**config.mk**
```make
export PLATFORM = sky130hd
export DESIGN_NAME = mul_div_unit
export DESIGN_NICKNAME = d
export VERILOG_FILES = /design/src/rtl/mini_src_pkg.sv /design/src/rtl/mdu_addsub.sv /design/src/rtl/mul_div_unit.sv
export SDC_FILE = /design/constraint.sdc
export NUM_CORES = 1
export LEC_CHECK = 0
export ABC_AREA = 0
export CORE_MARGIN = 4
export CORE_UTILIZATION = 52
export CTS_CLUSTER_SIZE = 16
export DETAILED_ROUTE_END_ITERATION = 7
export PLACE_DENSITY = 0.73
export SKIP_CTS_REPAIR_TIMING = 1
export SYNTH_ARGS = -nofsm -noshare
export SYNTH_HDL_FRONTEND = slang
export SYNTH_SLANG_ARGS = --single-unit
```
**constraint.sdc**
```tcl
create_clock -name clk -period 5.6 [get_ports clk]
set_input_delay 0.84 -clock clk [delete_from_list [all_inputs] [get_ports clk]]
set_output_delay 0.84 -clock clk [all_outputs]
set_load 0.01 [all_outputs]
```
**src/rtl/mini_src_pkg.sv**
```systemverilog
// Shared constants and state encoding for the multiply/divide unit.
package mini_src_pkg;

  localparam int unsigned MDU_WIDTH = 32;

  localparam logic OP_MUL = 1'b0;
  localparam logic OP_DIV = 1'b1;

  typedef enum logic [1:0] {
    IDLE = 2'd0,
    CALC = 2'd1,
    FIX  = 2'd2,
    DONE = 2'd3
  } mdu_state_e;

endpackage

```
**src/rtl/mdu_addsub.sv**
```systemverilog
// Shared add/subtract datapath used by both the Booth step and the restoring step.
module mdu_addsub #(
  parameter int unsigned W = 33
) (
  input  logic [W-1:0] x_i,
  input  logic [W-1:0] y_i,
  input  logic         sub_i,
  output logic [W-1:0] sum_c
);

  // Single adder; subtraction selected by sub_i.
  always_comb begin
    sum_c = sub_i ? (x_i - y_i) : (x_i + y_i);
  end

endmodule

```
**src/rtl/mul_div_unit.sv**
```systemverilog
// Iterative signed multiply (radix-2 Booth) / signed divide (restoring on magnitudes).
module mul_div_unit
  import mini_src_pkg::*;
#(
  parameter int unsigned WIDTH = MDU_WIDTH
) (
  input  logic               clk,
  input  logic               clr_n,
  input  logic               start,
  input  logic               op,
  input  logic [WIDTH-1:0]   a,
  input  logic [WIDTH-1:0]   b,
  output logic               busy,
  output logic               done,
  output logic [2*WIDTH-1:0] result,
  output logic               div_by_zero
);

  localparam int unsigned AW = WIDTH + 1;
  localparam int unsigned CW = $clog2(WIDTH + 1);

  mdu_state_e state_q, state_d;

  logic [CW-1:0]      cnt_q, cnt_d;
  logic               op_q, op_d;
  logic               a_neg_q, a_neg_d;
  logic               b_neg_q, b_neg_d;
  logic [WIDTH-1:0]   a_raw_q, a_raw_d;
  logic [WIDTH-1:0]   m_q, m_d;       // mul: multiplicand; div: divisor magnitude
  logic [AW-1:0]      acc_q, acc_d;   // mul: upper partial product; div: partial remainder
  logic [WIDTH-1:0]   lo_q, lo_d;     // mul: multiplier / low product; div: dividend / quotient
  logic               qm1_q, qm1_d;   // Booth q(-1) bit
  logic               busy_q, busy_d;
  logic               done_q, done_d;
  logic [2*WIDTH-1:0] result_q, result_d;
  logic               dbz_q, dbz_d;

  logic [WIDTH-1:0]   a_mag_c, b_mag_c;
  logic [AW-1:0]      shifted_c;
  logic [AW-1:0]      as_x_c, as_y_c, as_sum_c;
  logic               as_sub_c;
  logic [WIDTH-1:0]   quo_c, rem_c;

  mdu_addsub #(.W(AW)) u_addsub (
    .x_i   (as_x_c),
    .y_i   (as_y_c),
    .sub_i (as_sub_c),
    .sum_c (as_sum_c)
  );

  // Operand magnitudes, divide shift and adder operand selection.
  always_comb begin
    a_mag_c   = a[WIDTH-1] ? (~a + WIDTH'(1)) : a;
    b_mag_c   = b[WIDTH-1] ? (~b + WIDTH'(1)) : b;
    shifted_c = {acc_q[WIDTH-1:0], lo_q[WIDTH-1]};
    if (op_q == OP_MUL) begin
      as_x_c   = acc_q;
      as_y_c   = (lo_q[0] ^ qm1_q) ? {m_q[WIDTH-1], m_q} : '0;
      as_sub_c = lo_q[0] & ~qm1_q;
    end else begin
      as_x_c   = shifted_c;
      as_y_c   = {1'b0, m_q};
      as_sub_c = 1'b1;
    end
    quo_c = (a_neg_q ^ b_neg_q) ? (~lo_q + WIDTH'(1)) : lo_q;
    rem_c = a_neg_q ? (~acc_q[WIDTH-1:0] + WIDTH'(1)) : acc_q[WIDTH-1:0];
  end

  // State register.
  always_ff @(posedge clk or negedge clr_n) begin
    if (!clr_n) state_q <= IDLE;
    else        state_q <= state_d;
  end

  // Next-state, datapath update and registered output values.
  always_comb begin
    state_d  = state_q;
    cnt_d    = cnt_q;
    op_d     = op_q;
    a_neg_d  = a_neg_q;
    b_neg_d  = b_neg_q;
    a_raw_d  = a_raw_q;
    m_d      = m_q;
    acc_d    = acc_q;
    lo_d     = lo_q;
    qm1_d    = qm1_q;
    result_d = result_q;
    dbz_d    = dbz_q;

    unique case (state_q)
      IDLE: begin
        if (start) begin
          state_d = CALC;
          cnt_d   = '0;
          op_d    = op;
          a_neg_d = a[WIDTH-1];
          b_neg_d = b[WIDTH-1];
          a_raw_d = a;
          acc_d   = '0;
          qm1_d   = 1'b0;
          if (op == OP_MUL) begin
            m_d  = a;
            lo_d = b;
          end else begin
            m_d  = b_mag_c;
            lo_d = a_mag_c;
          end
        end
      end
      CALC: begin
        cnt_d = cnt_q + CW'(1);
        if (op_q == OP_MUL) begin
          acc_d = {as_sum_c[AW-1], as_sum_c[AW-1:1]};
          lo_d  = {as_sum_c[0], lo_q[WIDTH-1:1]};
          qm1_d = lo_q[0];
        end else if (!as_sum_c[AW-1]) begin
          acc_d = as_sum_c;
          lo_d  = {lo_q[WIDTH-2:0], 1'b1};
        end else begin
          acc_d = shifted_c;
          lo_d  = {lo_q[WIDTH-2:0], 1'b0};
        end
        if (cnt_q == CW'(WIDTH - 1)) state_d = FIX;
      end
      FIX: begin
        state_d = DONE;
        if (op_q == OP_MUL) begin
          result_d = {acc_q[WIDTH-1:0], lo_q};
          dbz_d    = 1'b0;
        end else if (m_q == '0) begin
          result_d = {a_raw_q, {WIDTH{1'b1}}};
          dbz_d    = 1'b1;
        end else begin
          result_d = {rem_c, quo_c};
          dbz_d    = 1'b0;
        end
      end
      DONE: begin
        state_d = IDLE;
      end
      default: state_d = IDLE;
    endcase

    busy_d = (state_d != IDLE);
    done_d = (state_d == DONE);
  end

  // Datapath and output registers.
  always_ff @(posedge clk or negedge clr_n) begin
    if (!clr_n) begin
      cnt_q    <= '0;
      op_q     <= OP_MUL;
      a_neg_q  <= 1'b0;
      b_neg_q  <= 1'b0;
      a_raw_q  <= '0;
      m_q      <= '0;
      acc_q    <= '0;
      lo_q     <= '0;
      qm1_q    <= 1'b0;
      busy_q   <= 1'b0;
      done_q   <= 1'b0;
      result_q <= '0;
      dbz_q    <= 1'b0;
    end else begin
      cnt_q    <= cnt_d;
      op_q     <= op_d;
      a_neg_q  <= a_neg_d;
      b_neg_q  <= b_neg_d;
      a_raw_q  <= a_raw_d;
      m_q      <= m_d;
      acc_q    <= acc_d;
      lo_q     <= lo_d;
      qm1_q    <= qm1_d;
      busy_q   <= busy_d;
      done_q   <= done_d;
      result_q <= result_d;
      dbz_q    <= dbz_d;
    end
  end

  assign busy        = busy_q;
  assign done        = done_q;
  assign result      = result_q;
  assign div_by_zero = dbz_q;

endmodule

```
### Word level (Yosys, flattened, before mapping)

Index checks and enable logic that the tools add are counted.

* input bits: 68
* flip-flop bits (word level): 208
* output and inout port bits: 67
* logic and storage cells: 74

* eq/ne operators: 7
* multiplexer cells: 31
* $add $sub $neg: 7
* reduce and logical (&&, ||, !) cells: 7
* bitwise gates (word level): 8

Operator list (number)
* 32-bit two-way mux: 8
* 33-bit two-way mux: 7
* 32-bit by 1-bit adder with 32-bit output (second input constant): 4
* 64-bit two-way mux: 2
* 32-bit inverter: 4
* 33-bit case mux with 2 select lines: 1
* 32-bit case mux with 2 select lines: 1
* 33-bit adder: 1
* 33-bit subtractor: 1
* 32-bit logical NOT: 1
* 6-bit case mux with 2 select lines: 1
* 2-bit case mux with 4 select lines: 1
* 6-bit by 1-bit adder with 6-bit output (second input constant): 1
* 2-bit equality test (second input constant): 3
* 6-bit by 5-bit equality test with 1-bit output (second input constant): 1
* 1-bit two-way mux: 6
* 6-bit two-way mux: 1
* 2-bit two-way mux: 2
* 2-bit != test (second input constant): 2
* 2-bit AND reduction: 2
* 2-bit nonzero test: 2
* 3-bit AND reduction: 1
* 2-bit by 1-bit equality test with 1-bit output (second input constant): 1
* 2-bit logical NOT: 1
* 4 further kinds: 5

### Depth between registers and ports, before layout

* word-level depth: 8
* gate-level depth with buffers: 26
* gate-level depth less buffers: 21

### Hierarchy

Synthesis repeated with hierarchy kept, for this count alone.

* cells, all modules: 1984
* area, all modules: 15862.7 µm²

Modules (own cells, without submodules)
* mul_div_unit: seq. area each 5180.0 µm², area each 13412.9 µm², times used 1, cells an instance 1627
* mdu_addsub: seq. area each 0.0 µm², area each 2449.8 µm², times used 1, cells an instance 357

### Worst setup path before layout

OpenSTA, ideal clock, no wires.

* path type: reg-to-reg
* start point: reg lo_q[0]
* end point: reg acc_q[18]
* path slack: 1.034 ns
* library setup time: 0.134 ns
* path buffers: 5
* required time: 5.466 ns
* stages on the path, launching flop included: 25
* arrival time: 4.432 ns
* cell sequence: dfrtp_1 ha_1 nand2_1 clkbuf_1 clkbuf_1 nand2_1 ha_1 o21ai_0 and2_1 nor2_1 nand2_1 o21ba_2 xnor2_1 ha_1 clkbuf_1 nand2_1 o21ai_0 a22oi_1 a21oi_1 a31oi_1 xnor2_1 buf_6 buf_6 mux2i_1 o21ai_0

* word-level cells in the longest chain between the ends: 8
* elaborated cells between the ends (all ways): 11
* those cells by class: add/sub: 2; mux: 7; bitwise: 2

RTL lines
* start: declaration: line mul_div_unit.sv:31 `logic [WIDTH-1:0] lo_q, lo_d;`
* start signal: assignment: line mul_div_unit.sv:172 `lo_q <= lo_d;`
* 1-bit XOR: line mul_div_unit.sv:58 `as_y_c = (lo_q[0] ^ qm1_q) ? {m_q[WIDTH-1], m_q} : '0;`
* 33-bit two-way mux: line mul_div_unit.sv:58
* 33-bit two-way mux: line mul_div_unit.sv:56 `if (op_q == OP_MUL) begin`
* 33-bit adder or 33-bit subtractor (tied branches): line mdu_addsub.sv:13 `sum_c = sub_i ? (x_i - y_i) : (x_i + y_i);`
* 33-bit two-way mux (*): line mdu_addsub.sv:13
* 33-bit two-way mux: line mul_div_unit.sv:116 `end else if (!as_sum_c[AW-1]) begin`
* 33-bit two-way mux (*): line mul_div_unit.sv:112 `if (op_q == OP_MUL) begin`
* 33-bit case mux with 2 select lines (*): line mul_div_unit.sv:90 `unique case (state_q)`
* end signal: assignment: line mul_div_unit.sv:157 `acc_q <= '0;`
* end signal: assignment: line mul_div_unit.sv:171 `acc_q <= acc_d;`
* end: declaration: line mul_div_unit.sv:30 `logic [AW-1:0] acc_q, acc_d;`

Every way passes the cells marked *; elsewhere a longest branch is shown, timed or not.
A chain may end at the register's enable or synchronous reset.

### Worst setup path in the final report

* start point: reg m_q[3]
* end point: reg acc_q[8]

* word-level cells in the longest chain between the ends: 7
* elaborated cells between the ends (all ways): 8
* those cells by class: add/sub: 2; mux: 6

RTL lines
* start: declaration: line mul_div_unit.sv:29 `logic [WIDTH-1:0] m_q, m_d;`
* start signal: assignment: line mul_div_unit.sv:170 `m_q <= m_d;`
* 33-bit two-way mux: line mul_div_unit.sv:58
* 33-bit two-way mux (*): line mul_div_unit.sv:56
* 33-bit adder or 33-bit subtractor (tied branches): line mdu_addsub.sv:13
* 33-bit two-way mux (*): line mdu_addsub.sv:13
* 33-bit two-way mux: line mul_div_unit.sv:116
* 33-bit two-way mux (*): line mul_div_unit.sv:112
* 33-bit case mux with 2 select lines (*): line mul_div_unit.sv:90

Marked as above.

==> results.ini <==
[outcome]
status = finished clean

[synthesis]
synthFlopType = dfrtp_1
synth_nets = 2078
postSynthAreaPerCell_sq_um = 7.89
syn_area_sq_um = 15500
netlist_instances = 1969
ys_async_sr_fraction_pct = 100
yosysTopAreaCellShare_pct = 33.4
yosysWarnings = 0
yosys.area.top_type = dfrtp_1
ys_seq_area_share_pct = 33.4
synth_edf_count = 0
synth_cell_types = 78
synth.area.top_cells = dfrtp_1, nand2_1, o21ai_0, xor2_1, mux2i_1
synth-seq-cells = 207

[timing]
grt_setup_unrepaired = no
slew_violations = 0
setup_tns_ns = 0
slew-limit-headroom_pct = 29.5
max_freq_mhz = 197
setup_viol_count_final = 0
finalCritPeriodShare_pct = 90.5
finalHoldViolCount = 0
finClkSkew_ns = 0.00775
layout_min_cycle_time_ns = 5.07
worstMarginPinSlew_ns = 1.06

[global_route]
grt_max_degree = 118
first_global_vias = 14900
antenna_found_initial = 0
grt_overflow_total = 0
grt_pass1_wl_um = 85200
grt.total_usage_pct = 32.3

[clock_network]
cts.reportedPaths.clkPinSlew_ns = 0.06
clockBufferDepth = 3
insertion_delay_ns = 0.52
clock_sinks = 207
cts_made_buffers = 24
htree_levels = 1
root_buffer = clkbuf_16
cts_tree = built

[floorplanning]
die_x_um = 181
coreArea_sq_um = 29600
die_h_um = 181
num_rows = 63
dieArea_sq_um = 32700
start_util_pct = 52.5
io_pins = 135

[placed_design]
io_buffer_count = 134
dpl.hpwl_um = 40600
gp_congestion = 0.986

[layout]
fillers = 2667
num-nets-final = 2123
most-common-layout-cells = nand2_1, o21ai_0, dfrtp_1
layout_commonest_cell = nand2_1
synthToLayoutAreaGrowth_pct = 15.4
diodes = 0
drive_gt1_share_pct = 5.76

[setup_path]
cpPeakStageDelay_ns = 0.67
path_cells = or4_1 -> or3_1 -> o41ai_4 -> o21ai_0 -> xor2_1 -> nand2_1 -> ha_1 -> nand2_1 -> o21ai_0 -> a22oi_1 -> a21oi_1 -> a31oi_1 -> xnor2_2 -> buf_4 -> mux2i_1 -> o21ai_0
cpMostUsedCell = o21ai_0
setup.worst_path.end_class = flop
slowest_stage = or4_1
cp.required_ns = 5.95
crit_fanout = 22
path_class = reg2reg
critPathArrivalTime_ns = 5.41
startpoint_type = flop

[routing]
drt_iter0_markers = 1552
viasPerCell = 6.42
vias = 15500
drc = 0
routedWlPerCell_um = 22.5
dr.pass1.iters = 6
ant_nets = 0
routed_wl_um = 54500

[flow_run]
maxCapViolCount = 0

[hold_path]
hold_class = in2async

final cells by class:
cell class	instances	area, sq um	area share (%)
clock buffers	33	706	3.94
clock inverters	11	161	0.901
inverters	38	143	0.796
multi-input cells	1582	9680	54.0
flip-flops and latches	207	5180	28.9
well taps	390	488	2.72
repair buffers	161	1560	8.69
synth_stat cells, types with 7 or more instances:
| cell type | n |
|---|---|
| o31ai_1 | 43 |
| ha_1 | 40 |
| a221oi_1 | 13 |
| a31oi_1 | 24 |
| o41ai_1 | 16 |
| xnor2_1 | 53 |
| o22ai_1 | 8 |
| and3_1 | 10 |
| or4_1 | 18 |
| nand2b_1 | 16 |
| o22a_1 | 25 |
| or3_1 | 24 |
| nor2_1 | 140 |
| nand2_1 | 350 |
| o21a_1 | 9 |
| a22oi_1 | 25 |
| o211ai_1 | 7 |
| nor2b_1 | 10 |
| dfrtp_1 | 207 |
| a21oi_1 | 120 |
| buf_1 | 16 |
| mux2i_1 | 63 |
| or2_2 | 7 |
| xor2_1 | 88 |
| o221ai_1 | 9 |
| a211oi_1 | 16 |
| a21o_1 | 18 |
| o21ai_0 | 234 |
| nand4_1 | 11 |
| nor3_1 | 38 |
| nor4_1 | 13 |
| mux2_2 | 18 |
| inv_1 | 37 |
| clkbuf_1 | 116 |
| nand3_1 | 28 |
final timing paths:
check,from,depth (start not counted),slack [ns],endpoint
worst max-delay path,m_q[3],16,0.53,acc_q[8]
worst min-delay path,clr_n,1,0.38,acc_q[10]
worst max register to register,m_q[3],16,0.53,acc_q[8]
worst min register to register,result[61],2,0.47,result[61]
max in group asynchronous,clr_n,2,3.89,result[29]
min in group clk,result[61],2,0.47,result[61]
critical path: cells and delay by family (launching register included):
kind / cells / cell delay (ns)
AOI/OAI and AO/OA: 7 / 1.60
xor gates and xnor gates: 2 / 0.45
adders and majority gates: 1 / 0.37
buffers and inverters: 1 / 0.40
DFF: 1 / 0.41
muxes: 1 / 0.23
and+or+nand+nor: 4 / 1.40
per-layer routing:
layer	global-route usage (%)	wire [um]	vias to the layer above
met3	5.52	4950	153
li1	-	-	7178
met1	44.7	22800	7409
met2	51.0	24300	806
met5	0	0	-
met4	12.1	2490	0
logic make-up after synthesis:
kind of cell             synth area share [%]
XOR/XNOR                                 7.95
flip-flops                               33.4
AO/OA/AOI/OAI                            25.1
multiplexers                             5.37
adder cells (fa/ha/maj)                  3.35
buffers and inverters                    4.55
AND/OR/NAND/NOR                          20.3
per-stage QoR:
step                      setup slack, ns  cell area [sq um]  std cells  util, %  hold slack [ns]
final                               0.534              17900       2422     60.6            0.384
after global placement              0.571              17000       2378     57.6            0.461
after floorplan                      1.03              15500       1969        -            0.439
after CTS                           0.400              17900       2422     60.6            0.480
after detailed placement            0.432              17000       2378     57.6            0.466
after global routing                0.103              17900       2422     60.6            0.488
registers in the layout, indices dropped and copies added (netlist names), 2 cells and up:
signal,count
result,64
cnt_q,6
lo_q,32
acc_q,33
m_q,32
state_q,2
a_raw_q,31
Power is left out: the tool's default activity adds up to more than one toggle a clock period on the data nets, which glitch-free logic cannot reach.
